===== config.mk =====
export PLATFORM = sky130hd
export DESIGN_NAME = aes_req_scheduler
export DESIGN_NICKNAME = d
export VERILOG_FILES = /design/src/rtl/aes_req_scheduler.sv
export SDC_FILE = /design/constraint.sdc
export NUM_CORES = 1
export LEC_CHECK = 0
export CORE_AREA = 5 5 404 406
export CTS_BUF_LIST = sky130_fd_sc_hd__clkbuf_4 sky130_fd_sc_hd__clkbuf_8 sky130_fd_sc_hd__clkbuf_16
export DETAILED_ROUTE_END_ITERATION = 7
export DIE_AREA = 0 0 409 411
export HOLD_SLACK_MARGIN = 0.1
export PLACE_DENSITY_LB_ADDON = 0.05
export REMOVE_ABC_BUFFERS = 1
export SYNTH_ARGS = -nofsm -noshare
export SYNTH_HDL_FRONTEND = slang
export SYNTH_SLANG_ARGS = --single-unit

===== constraint.sdc =====
create_clock -name clk -period 17.2 [get_ports clk]
set_input_delay 1.72 -clock clk [delete_from_list [all_inputs] [get_ports clk]]
set_output_delay 1.72 -clock clk [all_outputs]
set_load 0.02 [all_outputs]

===== src/rtl/aes_req_scheduler.sv =====
// aes_req_scheduler: shares one AES-128 core between two requesters.
// Optional watchdog: define AES_SCHED_WDOG_EN.
//
// Ports:
//   clk, reset              clock (rising), async active-high reset
//   req_valid/req_ready     per-channel job handshake, [0]=ch0 [1]=ch1
//   req_data0/1, req_key0/1 per-channel plaintext and key
//   rsp_valid/rsp_ready     response handshake
//   rsp_tag, rsp_cipher     issuing channel and ciphertext
//   rsp_err                 watchdog abort flag (0 without the watchdog)
//   core_start              one-cycle launch pulse to the core
//   core_data, core_key     operands held stable while the core runs
//   core_done, core_cipher  core completion and its result
module aes_req_scheduler #(
    parameter int DATA_W  = 128,
    parameter int TIMEOUT = 64
) (
    input  logic              clk,
    input  logic              reset,
    input  logic [1:0]        req_valid,
    output logic [1:0]        req_ready,
    input  logic [DATA_W-1:0] req_data0,
    input  logic [DATA_W-1:0] req_data1,
    input  logic [DATA_W-1:0] req_key0,
    input  logic [DATA_W-1:0] req_key1,
    output logic              rsp_valid,
    input  logic              rsp_ready,
    output logic              rsp_tag,
    output logic [DATA_W-1:0] rsp_cipher,
    output logic              rsp_err,
    output logic              core_start,
    output logic [DATA_W-1:0] core_data,
    output logic [DATA_W-1:0] core_key,
    input  logic              core_done,
    input  logic [DATA_W-1:0] core_cipher
);

    typedef enum logic [1:0] {
        IDLE,
        LAUNCH,
        WAIT,
        RESP
    } state_t;

    state_t state;
    state_t state_nxt;

    logic rr_last;
    logic grant;
    logic take;
    logic capture;
    logic wdog_hit;

    // On a tie the channel that did not win last time goes next;
    // otherwise the single requesting channel wins.
    always_comb begin
        grant = req_valid[1];
        if (&req_valid) begin
            grant = ~rr_last;
        end
    end

`ifdef AES_SCHED_WDOG_EN
    logic [7:0] wdog_cnt;
    logic       err_q;

    // Fires on the WAIT cycle whose increment would reach TIMEOUT,
    // so the abort response appears TIMEOUT+1 cycles after launch.
    assign wdog_hit = (state == WAIT) &&
                      (wdog_cnt == 8'(TIMEOUT - 1));

    always_ff @(posedge clk or posedge reset) begin
        if (reset) begin
            wdog_cnt <= 8'd0;
        end else if (state == LAUNCH) begin
            wdog_cnt <= 8'd0;
        end else if (state == WAIT) begin
            wdog_cnt <= wdog_cnt + 8'd1;
        end
    end

    always_ff @(posedge clk or posedge reset) begin
        if (reset) begin
            err_q <= 1'b0;
        end else if (capture) begin
            err_q <= 1'b0;
        end else if (wdog_hit) begin
            err_q <= 1'b1;
        end
    end

    assign rsp_err = err_q;
`else
    assign wdog_hit = 1'b0;
    assign rsp_err  = 1'b0;
`endif

    always_ff @(posedge clk or posedge reset) begin
        if (reset) begin
            state <= IDLE;
        end else begin
            state <= state_nxt;
        end
    end

    always_comb begin
        state_nxt  = state;
        req_ready  = 2'b00;
        core_start = 1'b0;
        rsp_valid  = 1'b0;
        take       = 1'b0;
        capture    = 1'b0;
        unique case (state)
            IDLE: begin
                // Reset gating keeps req_ready low while reset is held.
                if ((|req_valid) && !reset) begin
                    take             = 1'b1;
                    req_ready[grant] = 1'b1;
                    state_nxt        = LAUNCH;
                end
            end
            LAUNCH: begin
                core_start = 1'b1;
                state_nxt  = WAIT;
            end
            WAIT: begin
                // core_done on the timeout cycle still wins.
                if (core_done) begin
                    capture   = 1'b1;
                    state_nxt = RESP;
                end else if (wdog_hit) begin
                    state_nxt = RESP;
                end
            end
            RESP: begin
                rsp_valid = 1'b1;
                if (rsp_ready) begin
                    state_nxt = IDLE;
                end
            end
            default: begin
                state_nxt = IDLE;
            end
        endcase
    end

    always_ff @(posedge clk or posedge reset) begin
        if (reset) begin
            rr_last   <= 1'b1;
            rsp_tag   <= 1'b0;
            core_data <= '0;
            core_key  <= '0;
        end else if (take) begin
            rr_last   <= grant;
            rsp_tag   <= grant;
            core_data <= grant ? req_data1 : req_data0;
            core_key  <= grant ? req_key1  : req_key0;
        end
    end

    always_ff @(posedge clk or posedge reset) begin
        if (reset) begin
            rsp_cipher <= '0;
        end else if (capture) begin
            rsp_cipher <= core_cipher;
        end else if (wdog_hit) begin
            rsp_cipher <= '0;
        end
    end

endmodule


### After elaboration in Yosys (flattened, before gate mapping)

Cells that the tools add are included.

* bits in registers: 388
* bits of input ports: 646
* output and inout bits: 390
* logic and storage cells: 39

* $lt $le $gt $ge: 2
* equal/unequal tests: 6
* muxes and demuxes: 17
* bitwise operators: 1
* reduce and logical (&&, ||, !) cells: 7

Operators by type and width (number)
* two-way mux 128 bit: 2
* two-way mux 2 bit: 5
* two-way mux 1 bit: 8
* case mux 2 bit (4 select lines): 1
* != test 2 bit (second input constant): 3
* == test 2 bit (second input constant): 2
* AND reduction 3 bit: 1
* == test 2 x 1 -> 1 bit (second input constant): 1
* logical AND 1 bit: 2
* zero test 2 bit: 1
* less-than comparator 1 x 2 -> 1 bit (second input constant): 1
* AND reduction 2 bit: 1
* OR reduction 2 bit: 1
* demux 1 bit (select 1 bit): 1
* >= comparator 1 bit (second input constant): 1
* zero test 1 bit: 1
* inverter 1 bit: 1

### Logic depth before layout (Yosys ltp)

Gate-level depths: netlist of the first run.

* depth in word-level cells: 8
* depth in mapped cells: 7
* depth with buffers taken out: 5

### Worst setup path after synthesis of the first run

Ideal clock, no wire load.

* path type: input-to-output
* start point: in req_valid[1]
* end point: out req_ready[1]
* data arrival time: 2588 ps
* data required time: 15480 ps
* setup slack: 12892 ps
* stages: 5
* buffers on the path: 3
* cell sequence: a21bo_1 buf_6 buf_6 buf_6 nor2_1

* cells in the longest elaborated chain, start to end: 8
* elaborated cells on any way between the ends: 11
* those cells by class: 2 x order compare; 5 x mux; 4 x reduce/logical

RTL lines
* start: declaration: RTL line 20 `input logic [1:0] req_valid,`
* AND reduction 2 bit: RTL line 58 `if (&req_valid) begin`
* two-way mux 1 bit: RTL line 58
* less-than comparator 1 x 2 -> 1 bit (not written as such) or >= comparator 1 bit (tied branches): RTL line 118 `req_ready[grant] = 1'b1;`
* logical AND 1 bit (not written as such): RTL line 118
* two-way mux 1 bit (not written as such): RTL line 118
* demux 1 bit (select 1 bit): RTL line 118
* two-way mux 2 bit *: RTL line 116 `if ((|req_valid) && !reset) begin`
* two-way mux 2 bit *: RTL line 113 `unique case (state)`
* end: declaration: RTL line 21 `output logic [1:0] req_ready,`

Every way passes the cells marked *; elsewhere a longest branch is shown, timed or not.

### Final worst setup path of the first run

* start point: in req_valid[0]
* end point: reg core_key[46]

* cells in the longest elaborated chain, start to end: 4
* elaborated cells on any way between the ends: 7
* those cells by class: 4 x mux; 3 x reduce/logical

RTL lines
* OR reduction 2 bit: RTL line 116
* logical AND 1 bit: RTL line 116
* two-way mux 1 bit: RTL line 116
* two-way mux 1 bit: RTL line 113
* end signal: assignment: RTL line 157 `core_key <= grant ? req_key1 : req_key0;`
* end: declaration: RTL line 33 `output logic [DATA_W-1:0] core_key,`

Parallel ways exist; a longest one is shown, timed or not.
A chain may end at the register's enable or synchronous reset.

==> results of run 1 <==
==> per-layer routing <==
layer  vias to the layer above  GRT usage, %  routed length [µm]
met3                       196         7.562               13930
met5                         -             0                 462
met2                       683         20.62               51540
met1                      6690         11.03               34260
li1                       6147             -                   -
met4                        72         3.730                2985
==> through the flow <==
stage	util [%]	power [mW]	instance area, µm²	instances
after floorplan	-	3.568	18710	1052
after global placement	19.96	4.855	31840	4186
after detailed placement	19.96	4.843	31840	4186
after CTS	21.24	6.209	33880	4292
after global routing	21.26	6.357	33900	4300
final	21.28	6.026	33930	4315
==> power groups by stage <==
stage          sequential (mW)  clock [mW]  combinational, mW
2_1_floorplan             2.21           0               1.36
3_3_place_gp              1.66           0               3.20
3_5_place_dp              1.65           0               3.19
4_1_cts                   1.65        1.36               3.20
5_1_grt                   1.71        1.38               3.27
6_report                  1.64        1.28               3.10
==> layout by cell type (no fill, tap or decap), types with 3 or more instances in the layout <==
cell             synthesis  layout
clkdlybuf4s50_1          0    1034
mux2_4                 429     429
dfrtp_1                387     387
mux2_2                 214     214
clkbuf_16                0      59
diode_2                  0      23
clkbuf_8                 0      20
buf_4                   22      11
clkbuf_4                 0      10
clkinv_2                 0       9
inv_1                    5       4
ha_1                     4       4
bufinv_16                0       4
buf_12                   1       3
==> final timing paths <==
check	end	slack (ns)	cells after the start
max in group asynchronous	core_key[107]	13.08	4
min in group asynchronous	rsp_cipher[114]	1.70	2
worst max register to register	core_key[46]	12.45	6
worst min register to register	rsp_cipher[11]	0.50	1
worst min-delay path	rsp_cipher[11]	0.50	1
worst max-delay path	core_key[46]	11.45	7
==> sequential cells by signal (all words and copies together), names as in the netlist <==
register    count
core_data     128
core_key      128
rr_last         1
rsp_cipher    128
rsp_tag         1
state           2
==> worst reg2reg max path, delay by kind of cell (launching register included) <==
family	cells	cell delay, ns
buffers and inverters	3	2.64
multiplexers	2	0.71
AO/OA/AOI/OAI	1	0.67
flip-flops	1	0.58
==> cell type report <==
class / count / area, µm² / share of cell area (%)
inverter: 5 / 26.28 / 0.07743
multi-input combinational: 659 / 8997 / 26.51
clock inverter: 17 / 212.7 / 0.6268
sequential: 388 / 9711 / 28.62
clock buffer: 89 / 1827 / 5.383
antenna: 23 / 57.56 / 0.1696
timing repair buffer: 1048 / 10490 / 30.92
tap: 2086 / 2610 / 7.691
==> synth_stat cells, types with 2 or more instances <==
cell / number
buf_1: 2
buf_4: 22
nor2_1: 3
dfrtp_1: 387
buf_2: 18
buf_8: 11
clkbuf_1: 3
ha_1: 4
buf_6: 15
inv_1: 5
mux2_4: 429
mux2_2: 214
==> cells by family (layout without fill, tap and decap cells) <==
family / Yosys count / count (layout) / share of synthesized area [%]
muxes: 643 / 643 / 45.78
and+or+nand+nor: 6 / 6 / 0.1424
other: 1 / 24 / 0.01940
DFF: 388 / 388 / 50.23
adders and majority gates: 4 / 4 / 0.2589
buffers and inverters: 77 / 1159 / 3.346
AOI/OAI and AO/OA: 5 / 5 / 0.2265
==> metrics.yaml, run 1 <==
timing:
  tns_ns: 0
  min_period_over_period_pct: 33.44
  worst_pin_slew_ns: 1.144
  whs_ns: 0.4996
  hold_viol_final: 0
  min_period_ns: 5.752
  rsz0062_at_grt: "no"
  timing.fmax_mhz: 173.8
  setup_viol: 0
  skew_ns: 0.02690
  drv_slew: 0
  fin_ws_ns: 11.45
  slew-limit-headroom_pct: 23.55
final_layout:
  drive_gt1_share_pct: 34.86
  finalNetCount: 2810
  area_delta_synth_final_pct: 75.52
  fillCellCount: 16970
power:
  powerDensity_mw_per_mm2: 177.6
  pwr-share-comb_pct: 51.5
  ir_drop_uv: 77.28
  netSwitchingPower_mw: 2.192
  seq_power_share_pct: 27.3
  p_leak_nw: 14.03
  p_clk_share_pct: 21.2
  p_int_mw: 3.835
  sw_frac_of_total_pct: 36.37
drt:
  drtIter0Drc: 420
  viasPerCell: 3.195
  routed_wl_mm: 103.2
  firstDrtPassIters: 4
  via_count: 13790
  ant_nets: 0
  remaining_drc_errors: 0
  wl_per_cell_um: 23.91
critical_path:
  worst-path-max-fanout: 49
  endpoint_kind: "flip-flop"
  start_kind: "primary input"
  crit_path_start: "req_valid[0]"
  arrival_ns: 6.26
  timing.rr.start: "rr_last"
  cp_slowest_stage_delay_ns: 0.83
  crit_family: "buffers and inverters"
  crit_buf_inv: 4
  cp.required_ns: 17.71
  critical_path_class: "primary input to flip-flop"
  crit_path_frequent_cell: "buf_4"
  slowest_stage: "buf_4"
  path_cells: "clkdlybuf4s50_1, a21bo_4, buf_4, buf_4, buf_4, mux2_2, mux2_4"
die:
  dieHeight_um: 411
  io_pins: 1036
  placementRows: 147
  die_width_um: 409
  die-area_mm2: 0.1681
  core-area_mm2: 0.1595
  start_util_pct: 12.12
cts:
  clock_sinks: 388
  hold_buffers: 0
  cts_resized: 0
  clk_latency_ns: 0.65
  cts_tree: "yes"
  numCtsBuffers: 58
  postCtsSetupRepairBufs: 0
  htree_levels: 2
  clk_path_buf_depth: 3
  clkTransAtPathRegs_ns: 0.05
  cts-root-buf: "clkbuf_16"
grt:
  grt_max_degree: 119
  antenna_found_initial: 71
  track_usage_pct: 11.68
  grt_pass1_vias: 15610
  grt_pass1_wl_mm: 137.0
  global_route.overflow_total: 0
synthesis:
  synthArstFlopShare_pct: 100.0
  synth_top_area_share_pct: 50.09
  ys_seq_area_share_pct: 50.23
  ys_warn_count: 0
  ys.flop_type: "dfrtp_1"
  synth_cell_type_count: 23
  yosysTopAreaCell: "dfrtp_1"
  netlist_area_mm2: 0.01933
  synthTopCellsByArea: "dfrtp_1 (50%), mux2_4 (33%), mux2_2 (12%), buf_6 (0.87%), buf_4 (0.85%)"
  synthCells: 1124
  yosys_register_bits: 388
  synth_edf_count: 0
  synth.avg_cell_area_um2: 17.20
placement:
  numPortBuffers: 1034
  dp_hpwl_mm: 81.38
  gp_congestion: 0.7421
  post-place-ws_ns: 10.71
job:
  maxCapViolations: 0
worst_hold_path:
  worstHoldPathType: "flip-flop to flip-flop"
  min_from: "rsp_cipher[11]"
run_status:
  outcome: "complete, no violations"
Note: power is estimated with default switching activity, not from simulation.
==> inputs of run 2 (changes only) <==
CORE_AREA = 5 5 401 403   (was 5 5 404 406)
DIE_AREA = 0 0 406 408   (was 0 0 409 411)
clock period = 4.6 ns   (was 17.2 ns; I/O delays follow)
==> metrics.yaml, run 2 (synthesis results as in run 1) <==
run_status:
  outcome: "complete, no violations"
timing:
  min_period_over_period_pct: 64.82
  setup_viol: 0  # unchanged
  drv_slew: 0  # unchanged
  tns_ns: 0  # unchanged
  slew-limit-headroom_pct: 28.53  # +5.0 points
  rsz0062_at_grt: "no"
  timing.fmax_mhz: 335.4
  skew_ns: 0.04054  # +0.01364 ns
  min_period_ns: 2.982
  worst_pin_slew_ns: 1.072  # -0.07188 ns
  whs_ns: 0.4155  # -0.08415 ns
  hold_viol_final: 0  # unchanged
grt:
  grt_pass1_vias: 15710  # +0.64%
  antenna_found_initial: 70  # -1.4%
  met1_usage_pct: 11.72  # +0.68 points
  grt-busiest-layer: "met2"
  grt_max_degree: 99  # -17%
  global_route.overflow_total: 0  # unchanged
  use_met3_pct: 6.815  # -0.75 points
  grt_pass1_wl_mm: 135.9  # -0.79%
  grt_use_met2_pct: 20.75  # +0.13 points
  track_usage_pct: 11.76  # +0.079 points
critical_path:
  arrival_ns: 2.52  # -3.74 ns
  rrSetupSlack_ns: 2.07  # -10.38 ns
  critical_path_class: "flip-flop to output pin"
  r2r_cells: 5  # -1
  cp_slowest_stage_delay_ns: 0.63  # -0.20 ns
  slowest_stage: "clkdlybuf4s50_1"
  crit_buf_inv: 3  # -1
  endpoint_kind: "output pin"
  path_cells: "inv_1, ha_1, inv_1, or2_2, nor2_1, clkdlybuf4s50_1"
  timing.rr.start: "rr_last"
  start_kind: "flip-flop"
  cp.required_ns: 4.14  # -13.57 ns
  crit_family: "buffers and inverters"
  crit_path_frequent_cell: "inv_1"
  critPathCapture: "req_ready[0]"
  crit_path_start: "state[0]"
  worst-path-max-fanout: 4  # -92%
  path_depth: 6  # -1
  r2r-end: "core_key[6]"
die:
  start_util_pct: 12.31  # +0.18 points
  die-area_mm2: 0.1656  # -1.5%
  die_width_um: 406  # -0.73%
  core-area_mm2: 0.1571  # -1.5%
  dieHeight_um: 408  # -0.73%
  placementRows: 146  # -0.68%
  io_pins: 1036  # unchanged
drt:
  viasPerCell: 3.203  # +0.24%
  remaining_drc_errors: 0  # unchanged
  ant_nets: 0  # unchanged
  via_count: 13850  # +0.47%
  firstDrtPassIters: 4  # unchanged
  routed_wl_mm: 101.9  # -1.3%
  wl_per_cell_um: 23.55  # -1.5%
  drtIter0Drc: 386  # -8.1%
final_layout:
  mostFrequentLayoutCell: "clkdlybuf4s50_1"
  finalNetCount: 2826  # +0.57%
  drive_gt1_share_pct: 35.47  # +0.61 points
  finish.utilization_pct: 21.77  # +0.49 points
  largestRegisters: "core_data: 128 flops, core_key: 128 flops, rsp_cipher: 128 flops"
  final_cell_mix: "clkdlybuf4s50_1 (1,034), mux2_4 (429), dfrtp_1 (387)"
  area_delta_synth_final_pct: 76.91
  fillCellCount: 16750  # -1.3%
cts:
  cts_resized: 0  # unchanged
  numCtsBuffers: 59  # +1.7%
  postCtsSetupRepairBufs: 0  # unchanged
  clk_path_buf_depth: 3  # unchanged
  hold_buffers: 0  # unchanged
  clkTransAtPathRegs_ns: 0.06  # about the same
  clock_sinks: 388  # unchanged
  htree_levels: 2  # unchanged
  clk_latency_ns: 0.67  # +0.02 ns
  cts_tree: "yes"
  cts-root-buf: "clkbuf_16"
power:
  ir_drop_uv: 250.3  # +220%
  powerDensity_mw_per_mm2: 661.5  # +270%
  p_leak_nw: 14.17  # +1.0%
worst_hold_path:
  worstHoldPathType: "primary input to flip-flop"
job:
  maxCapViolations: 0  # unchanged
placement:
  numPortBuffers: 1034  # unchanged
  dp_hpwl_mm: 81.20  # -0.22%
  gp_congestion: 0.7405  # -0.22%
## run 2: cell count changes in the layout (fill, tap and decap cells not counted)
cell	change
buf_4	+6
clkbuf_4	+6
clkinv_4	+1
diode_2	+3
clkinv_8	-1
clkinv_16	+1
clkinvlp_4	-1
clkbuf_8	-2
buf_12	+9
clkinv_2	-1
inv_6	+3
## run 2: cell type report
| cell class | instances | area, µm² | share of cell area [%] |
|---|---|---|---|
| Tap cell | 2072 | 2592 | 7.580 |
| Inverter | 5 | 26.28 | 0.07682 |
| Antenna cell | 26 | 65.06 | 0.1902 |
| Timing Repair Buffer | 1063 | 10720 | 31.34 |
| Clock buffer | 93 | 1844 | 5.392 |
| Multi-Input combinational cell | 659 | 8997 | 26.31 |
| Clock inverter | 19 | 249.0 | 0.7280 |
| Sequential cell | 388 | 9711 | 28.39 |
## run 2: metrics by stage
step	setup WS (ns)	power [mW]	cell area (µm²)	instances
final	1.618	22.62	34200	4325
after global routing	1.436	23.83	34150	4302
after CTS	1.480	23.27	34140	4299
after detailed placement	1.601	18.10	32040	4187
after global placement	1.628	18.16	32040	4187
after floorplan	-14.11	12.96	18710	1052
## run 2: per-layer routing
layer  share of wire (%)  routed length (µm)  vias up
met5                0.36                 371        -
met4                 2.6                2604       58
met3                  12               12480      178
met2                  50               50570      670
met1                  35               35850     6750
li1                    -                   -     6197
## run 2: power breakdown
group / internal (mW) / switching, mW
combinational: 6.24 / 5.41
sequential: 5.19 / 0.943
clock: 2.98 / 1.87
## run 2: worst min-delay path by stage
stage	start	end	depth (start not counted)
6_report	core_cipher[101]	rsp_cipher[101]	2
5_1_grt	core_cipher[25]	rsp_cipher[25]	2
4_1_cts	core_cipher[101]	rsp_cipher[101]	2
3_5_place_dp	core_key[41]	core_key[41]	1
3_3_place_gp	rsp_cipher[41]	rsp_cipher[41]	1
2_1_floorplan	state[0]	state[0]	1
